$ cat src/rtl/mul_pkg.sv
`default_nettype none
// ============================================================================
// Module      : mul_pkg
// Description : Shared definitions for the pipelined multiplier: in_op
//               encodings and the legal pipeline-depth bounds.
// Revision    : 1.0 - initial release
// ============================================================================
package mul_pkg;

    // in_op encodings
    localparam logic [1:0] MUL_OP_MUL    = 2'b00;  // low half
    localparam logic [1:0] MUL_OP_MULH   = 2'b01;  // high half, signed x signed
    localparam logic [1:0] MUL_OP_MULHSU = 2'b10;  // high half, signed x unsigned
    localparam logic [1:0] MUL_OP_MULHU  = 2'b11;  // high half, unsigned x unsigned

    // Legal range for the LATENCY parameter of mul_pipe
    localparam int MUL_LATENCY_MIN = 1;
    localparam int MUL_LATENCY_MAX = 8;

    // True when rs1 must be sign-extended for this op
    function automatic logic op_a_signed(input logic [1:0] op);
        return (op == MUL_OP_MULH) || (op == MUL_OP_MULHSU);
    endfunction

    // True when rs2 must be sign-extended for this op
    function automatic logic op_b_signed(input logic [1:0] op);
        return (op == MUL_OP_MULH);
    endfunction

endpackage
`default_nettype wire

$ cat src/rtl/mul_stage.sv
`default_nettype none
// ============================================================================
// Module      : mul_stage
// Description : One valid/ready register slot. Loads when empty or when the
//               downstream slot takes the current entry. Only the valid bit
//               is reset/flushed; the payload register is left free-running.
// Ports       : clk, reset_n (sync, active-low), i_flush (clears valid),
//               i_valid/o_ready/i_data (upstream side),
//               o_valid/i_ready/o_data (downstream side)
// Revision    : 1.0 - initial release
// ============================================================================
module mul_stage #(
    parameter int WIDTH = 8
) (
    input  logic             clk,
    input  logic             reset_n,
    input  logic             i_flush,
    input  logic             i_valid,
    output logic             o_ready,
    input  logic [WIDTH-1:0] i_data,
    output logic             o_valid,
    input  logic             i_ready,
    output logic [WIDTH-1:0] o_data
);

    logic             r_valid;
    logic [WIDTH-1:0] r_data;

    // Slot can accept when empty or when its entry leaves this same edge.
    assign o_ready = !r_valid || i_ready;

    always_ff @(posedge clk) begin
        if (!reset_n || i_flush) begin
            r_valid <= 1'b0;
        end else if (o_ready) begin
            r_valid <= i_valid;
        end
    end

    always_ff @(posedge clk) begin
        if (o_ready && i_valid) begin
            r_data <= i_data;
        end
    end

    assign o_valid = r_valid;
    assign o_data  = r_data;

endmodule
`default_nettype wire

$ cat src/rtl/mul_pipe.sv
`default_nettype none
// ============================================================================
// Module      : mul_pipe
// Description : Pipelined RISC-V style multiplier (MUL/MULH/MULHSU/MULHU)
//               with valid/ready handshakes, pass-through tag and flush.
//               The full 2*XLEN product is formed on entry and carried down
//               LATENCY register slots; the result half is chosen at the end.
// Ports       : clk, reset_n (sync, active-low)
//               in_valid/in_ready/in_op/in_a/in_b/in_tag : request side
//               flush                                    : drop everything
//               out_valid/out_ready/out_result/out_tag   : result side
//               busy                                     : any slot occupied
// Revision    : 1.0 - initial release
// ============================================================================
module mul_pipe
    import mul_pkg::*;
#(
    parameter int XLEN    = 32,
    parameter int LATENCY = 4,
    parameter int TAG_W   = 5
) (
    input  logic             clk,
    input  logic             reset_n,
    input  logic             in_valid,
    output logic             in_ready,
    input  logic [1:0]       in_op,
    input  logic [XLEN-1:0]  in_a,
    input  logic [XLEN-1:0]  in_b,
    input  logic [TAG_W-1:0] in_tag,
    input  logic             flush,
    output logic             out_valid,
    input  logic             out_ready,
    output logic [XLEN-1:0]  out_result,
    output logic [TAG_W-1:0] out_tag,
    output logic             busy
);

    // Payload layout: {hi_sel, tag, product[2*XLEN-1:0]}
    localparam int c_PROD_W = 2 * XLEN;
    localparam int c_PAY_W  = 1 + TAG_W + c_PROD_W;

    if ((LATENCY < MUL_LATENCY_MIN) || (LATENCY > MUL_LATENCY_MAX)) begin : g_bad_latency
        $error("mul_pipe: LATENCY out of range");
    end

    // ------------------------------------------------------------------
    // Operand extension and product. Each operand is widened to XLEN+1
    // bits (sign or zero per op) so one signed multiply covers all ops.
    // Only the low 2*XLEN product bits are ever needed, so the extended
    // operands are sign-extended further to 2*XLEN and multiplied at that
    // width: the low 2*XLEN bits are exact.
    // ------------------------------------------------------------------
    logic signed [XLEN:0]       w_a_ext;
    logic signed [XLEN:0]       w_b_ext;
    logic signed [c_PROD_W-1:0] w_a_wide;
    logic signed [c_PROD_W-1:0] w_b_wide;
    logic signed [c_PROD_W-1:0] w_prod;
    logic                       w_hi_sel;

    assign w_a_ext  = {op_a_signed(in_op) & in_a[XLEN-1], in_a};
    assign w_b_ext  = {op_b_signed(in_op) & in_b[XLEN-1], in_b};
    assign w_a_wide = {{(XLEN-1){w_a_ext[XLEN]}}, w_a_ext};
    assign w_b_wide = {{(XLEN-1){w_b_ext[XLEN]}}, w_b_ext};
    assign w_prod   = w_a_wide * w_b_wide;
    assign w_hi_sel = (in_op != MUL_OP_MUL);

    // ------------------------------------------------------------------
    // Slot chain. Index k is the input side of slot k; index LATENCY is
    // the output of the last slot.
    // ------------------------------------------------------------------
    logic               w_valid [0:LATENCY];
    logic               w_ready [0:LATENCY];
    logic [c_PAY_W-1:0] w_data  [0:LATENCY];

    // Requests are refused during reset and flush so nothing enters a
    // pipeline that is about to be cleared.
    assign in_ready           = w_ready[0] && reset_n && !flush;
    assign w_valid[0]         = in_valid && in_ready;
    assign w_data[0]          = {w_hi_sel, in_tag, w_prod};
    assign w_ready[LATENCY]   = out_ready;

    for (genvar gi = 0; gi < LATENCY; gi++) begin : g_stage
        mul_stage #(
            .WIDTH (c_PAY_W)
        ) u_stage (
            .clk     (clk),
            .reset_n (reset_n),
            .i_flush (flush),
            .i_valid (w_valid[gi]),
            .o_ready (w_ready[gi]),
            .i_data  (w_data[gi]),
            .o_valid (w_valid[gi+1]),
            .i_ready (w_ready[gi+1]),
            .o_data  (w_data[gi+1])
        );
    end

    // ------------------------------------------------------------------
    // Output: half selection, zeroed whenever no result is presented.
    // ------------------------------------------------------------------
    logic                w_last_hi;
    logic [TAG_W-1:0]    w_last_tag;
    logic [c_PROD_W-1:0] w_last_prod;

    assign w_last_hi   = w_data[LATENCY][c_PAY_W-1];
    assign w_last_tag  = w_data[LATENCY][c_PROD_W +: TAG_W];
    assign w_last_prod = w_data[LATENCY][c_PROD_W-1:0];

    assign out_valid  = w_valid[LATENCY];
    assign out_result = !out_valid ? '0 :
                        (w_last_hi ? w_last_prod[c_PROD_W-1:XLEN] : w_last_prod[XLEN-1:0]);
    assign out_tag    = out_valid ? w_last_tag : '0;

    always_comb begin
        busy = 1'b0;
        for (int k = 1; k <= LATENCY; k++) begin
            busy = busy | w_valid[k];
        end
    end

endmodule
`default_nettype wire
$ cat config.mk
export PLATFORM = sky130hd
export DESIGN_NAME = mul_pipe
export DESIGN_NICKNAME = d
export VERILOG_FILES = /design/src/rtl/mul_pkg.sv /design/src/rtl/mul_stage.sv /design/src/rtl/mul_pipe.sv
export SDC_FILE = /design/constraint.sdc
export NUM_CORES = 2
export LEC_CHECK = 0
export BUFFER_PORTS_ARGS = -buffer_cell sky130_fd_sc_hd__buf_2
export CAP_MARGIN = 20
export CORE_ASPECT_RATIO = 1.25
export CORE_MARGIN = 2
export CORE_UTILIZATION = 45
export CTS_BUF_LIST = sky130_fd_sc_hd__clkbuf_4 sky130_fd_sc_hd__clkbuf_8 sky130_fd_sc_hd__clkbuf_16
export CTS_CLUSTER_SIZE = 25
export DETAILED_ROUTE_END_ITERATION = 16
export GPL_ROUTABILITY_DRIVEN = 0
export HOLD_SLACK_MARGIN = 0.02
export SYNTH_ARGS = -nofsm -noshare
export SYNTH_HDL_FRONTEND = slang
export SYNTH_SLANG_ARGS = --single-unit
export TNS_END_PERCENT = 20
$ cat constraint.sdc
create_clock -name clk -period 9.7 [get_ports clk]
set_clock_uncertainty 0.15 [all_clocks]
set_input_delay 0.485 -clock clk [delete_from_list [all_inputs] [get_ports clk]]
set_output_delay 0.485 -clock clk [all_outputs]
set_load 0.01 [all_outputs]
Word level (Yosys, flattened, before mapping)
Cells that the tools add are included.

operators by class
  $mul = 1
  equality and inequality tests = 2
  mux-type cells = 3
  bitwise gates (word level) = 5
  reduce and logical (&&, ||, !) cells = 20

operators by type and width
  kind                                                              number
  33-bit by 33-bit multiplier with 64-bit output                    1
  32-bit 2-to-1 mux                                                 2
  1-bit logical AND                                                 7
  1-bit zero test                                                   6
  1-bit logical OR                                                  6
  5-bit 2-to-1 mux                                                  1
  1-bit OR                                                          3
  1-bit bitwise AND                                                 2
  2-bit by 1-bit == test with 1-bit output (second input constant)  1
  2-bit == test (second input constant)                             1
  2-bit nonzero test                                                1

storage, ports and cells
  flip-flop bits (word level) = 284
  output and inout bits = 40
  logic and storage cells = 39

Depth between registers and ports, before layout
  word-level depth = 9
  mapped depth = 32
  mapped depth without buffers = 29

Modules after synthesis
A second synthesis with hierarchy kept.

unflattened totals
  cell total of the unflattened synthesis = 4601
  area total of the unflattened synthesis = 47110.2 um2

by module, submodules not included
  module     instances  cells an instance  area each (um2)
  mul_pipe   1          4297               38456.9
  mul_stage  4          76                 2163.3

Least setup slack after synthesis
OpenSTA, ideal clock, no wires.

  kind = input -> register
  from = in in_op[1]
  to = reg g_stage[0].u_stage.r_data[61], data pin
  arrival = 8400 ps
  data required time = 9281 ps
  slack = 881 ps
  stages on the path = 30
  path through = inv_1 > ha_1 > and2_1 > clkbuf_1 > clkbuf_1 > nand2_1 > inv_1 > fa_1 > inv_1 > fa_1 > inv_1 > fa_1 > fa_1 > inv_1 > fa_1 > fa_1 > fa_1 > fa_1 > inv_1 > ha_1 > clkbuf_1 > a21o_1 > o21bai_1 > a21o_1 > a21o_1 > a21o_1 > a21o_1 > or3b_1 > a41oi_1 > a311oi_1

between the ends
  word-level cells in the longest chain between the ends = 4
  elaborated cells between the ends (all ways) = 6

ends and longest elaborated chain
  element                                                                    line                          text
  from (decl)                                                                mul_pipe.sv:26                input logic [1:0] in_op,
  2-bit by 1-bit == test with 1-bit output or 2-bit == test (tied branches)  mul_pkg.sv:22, mul_pkg.sv:27
  1-bit logical OR                                                           mul_pkg.sv:22                 return (op == MUL_OP_MULH) || (op == MUL_OP_MULHSU);
  1-bit bitwise AND                                                          mul_pipe.sv:60                assign w_a_ext = {op_a_signed(in_op) & in_a[XLEN-1], in_a};
  33-bit by 33-bit multiplier with 64-bit output *                           mul_pipe.sv:64                assign w_prod = w_a_wide * w_b_wide;
  net g_stage[0].u_stage.i_data[61]                                          mul_stage.sv:20               input logic [WIDTH-1:0] i_data,
  to (signal assigned)                                                       mul_stage.sv:42               r_data <= i_data;
  to (decl)                                                                  mul_stage.sv:27               logic [WIDTH-1:0] r_data;

The timed path passes the listed nets; every way through them passes the cells marked *.
A chain may end at the register's enable or synchronous reset.

Worst setup path in the final report
  from = in in_op[0]
  to = reg g_stage[0].u_stage.r_data[61], data pin

Same word-level chain as after synthesis.

==> results.py <==
metrics = {
    "critical_path": {
        "cp_common_cell": "fa_1",
        "critical_path.max_stage_delay_ps": 620,
        "cp.arrival_ps": 8900,
        "crit_cells": 28,
        "end_kind": "flip-flop",
        "rr_worst_depth": 6,
        "path_buf_inv": 7,
        "r2r-end": "g_stage[0].u_stage.o_data[57]",
        "cp_data_required_time_ps": 9790,
        "cp_max_fo": 15,
        "crit_start": "in_op[0]",
        "reg2reg_slack_ps": 6920,
        "cpMaxStageDelayCell": "fa_1",
        "cp_top_family": "adder cells",
        "rr_startpoint": "g_stage[3].u_stage.o_valid",
        "setup.worst_path.start_class": "primary input",
        "critical_path_class": "primary input to flip-flop",
    },
    "clock_network": {
        "root_buffer": "clkbuf_16",
        "ctsHtreeMaxLevel": 1,
        "numClockSinks": 284,
        "postCtsSetupRepairBufs": 0,
        "clkTransAtPathRegs_ps": 60,
        "cts-hold-fix-buffers": 5,
        "clock_path_buffers": 3,
        "cts_resized": 0,
        "cts_tree": "built",
        "cts_buffers": 27,
        "clk_latency_ps": 520,
    },
    "route": {
        "via_count": 30310,
        "drt_iter0_drc": 1608,
        "routed_wl_um": 116000,
        "ant_nets": 0,
        "avgViaCountPerCell": 5.12,
        "firstDrtPassIters": 5,
        "drc": 0,
        "wl_per_cell_um": 19.6,
    },
    "grt": {
        "grt_pass1_wl_um": 186000,
        "first_global_vias": 33519,
        "grt-ovfl-total": 0,
        "grt_start_max_net_pins": 71,
        "grt_use_total_pct": 22.6,
        "antenna_found_initial": 4,
    },
    "min_path": {
        "hp-start": "in_valid",
        "whs_endpoint": "g_stage[0].u_stage.o_valid",
        "hp-class": "primary input to flip-flop",
        "hold_depth": 3,
    },
    "floorplanning": {
        "row_count": 132,
        "die_w_um": 293,
        "start_util_pct": 45.4,
        "die_area_mm2": 0.107,
        "io-pin-count": 116,
        "core_area_mm2": 0.104,
        "die_h_um": 366,
    },
    "synth": {
        "seq_area_frac_synth_pct": 18.0,
        "yosysTopAreaCell": "fa_1",
        "yosys_warnings": 0,
        "synthArstFlopShare_pct": 0,
        "synthTopCellsByCount": "1181 x inv_1, 1125 x fa_1, 813 x nand2_1, 280 x edfxtp_1, 272 x and2_1",
        "synth_edf_count": 280,
        "synth.area.top_cells": "fa_1 48%, edfxtp_1 18%, inv_1 9.4%, nand2_1 6.5%, ha_1 5.7%",
        "ys_ff_latch": 284,
        "yosysUniqueCellTypes": 65,
        "yosysTopAreaCellShare_pct": 47.8,
        "synthCells": 4602,
        "synthFlopType": "edfxtp_1",
        "avgSynthCellArea_um2": 10.2,
        "syn_area_mm2": 0.0471,
        "synth_most_common_cell": "inv_1",
        "syn-num-nets": 6017,
    },
    "run": {
        "max_cap_viol_count": 0,
    },
    "layout": {
        "multi_input_area_mm2": 0.0333,
        "layout-drive-gt1-share_pct": 5.09,
        "fin_nets": 5976,
        "ff_latch_area_mm2": 0.00849,
        "area_growth_pct": 5.64,
        "nFillCells": 9760,
    },
    "timing": {
        "setup_tns_ps": 0,
        "fin_crit_sh_pct": 90.7,
        "slew_headroom_pct": 31.2,
        "finalSetupViolCount": 0,
        "rsz0062_at_grt": "false",
        "timing.final.ws_setup_ps": 899,
        "fmax_ghz": 0.114,
        "timing.final.crit_period_ps": 8800,
        "slew_violations": 0,
        "hold_violations": 0,
        "worst-slew-pin-transition_ps": 1030,
    },
    "outcome": {
        "outcome": "finished, final reports clean",
    },
    "place": {
        "preCtsSetupSlack_ps": 396,
        "hpwl_um": 95600,
        "port_buffers": 115,
    },
}
[sequential cells by signal, summed over array words and instances (netlist names)]
name and count:
g_stage.u_stage.o_data 280, g_stage.u_stage.o_valid 4
[logic make-up after synthesis]
group           after synthesis  synth area share, %
compound gates              195                 2.90
simple gates               1265                 12.2
mux                          32                0.680
flops                       284                 18.0
xor+xnor                     75                 1.40
fa+ha+maj                  1339                 53.5
buf+inv                    1412                 11.3
[placed cells by master (no fill, tap or decap), types with 28 or more instances in the layout]
master,count
a21o_1,34
fa_1,1125
nor2b_1,40
buf_4,38
xnor2_1,53
mux2i_1,32
nand2_1,813
and2_1,271
edfxtp_1,280
nor2_1,59
a21oi_1,60
and3_1,28
inv_1,1181
ha_1,214
buf_2,115
[stage by stage]
| stage | std cells | hold WS [ps] | util, % | cell area [um2] |
|---|---|---|---|---|
| 6_report | 5924 | 45.5 | 48.0 | 49700 |
| 5_1_grt | 5923 | 67.8 | 48.0 | 49700 |
| 4_1_cts | 5922 | 35.6 | 48.0 | 49700 |
| 3_5_place_dp | 5867 | 255 | 47.1 | 48800 |
| 3_3_place_gp | 5867 | 250 | 47.1 | 48800 |
| 2_1_floorplan | 4602 | 250 | - | 47100 |
[layer usage]
layer / GRT usage (%) / wire length [um] / vias up
li1: - / - / 13251
met3: 2.10 / 4640 / 242
met1: 27.4 / 44500 / 16042
met4: 7.64 / 4530 / 2
met5: 0 / 15 / -
met2: 42.0 / 62100 / 773
[final cells by class]
cell class,count,share of cell area (%)
clock buffers,31,1.42
multi-input cells,2906,67.0
inverters,1181,8.91
diodes,2,0.0101
flip-flops and latches,284,17.1
well taps,1340,3.37
repair buffers,161,1.95
clock inverters,19,0.307
[worst register-to-register path, stage by stage, from the launching register on]
cell	delay (ps)
dfxtp_1	300
buf_4	310
nor2b_1	530
and3_1	360
a21oi_1	120
and2_4	160
buf_4	380
[worst max-delay path by stage]
stage / to / slack [ps]
after floorplan: g_stage[0].u_stage.o_data[61] / 880
after global placement: g_stage[0].u_stage.o_data[61] / 490
after detailed placement: g_stage[0].u_stage.o_data[61] / 400
after CTS: g_stage[0].u_stage.o_data[61] / 900
after global routing: g_stage[0].u_stage.o_data[61] / 420
final: g_stage[0].u_stage.o_data[61] / 900
Power is not shown: default switching activity piles up to over one toggle a cycle in this logic, so the estimate is an artifact.
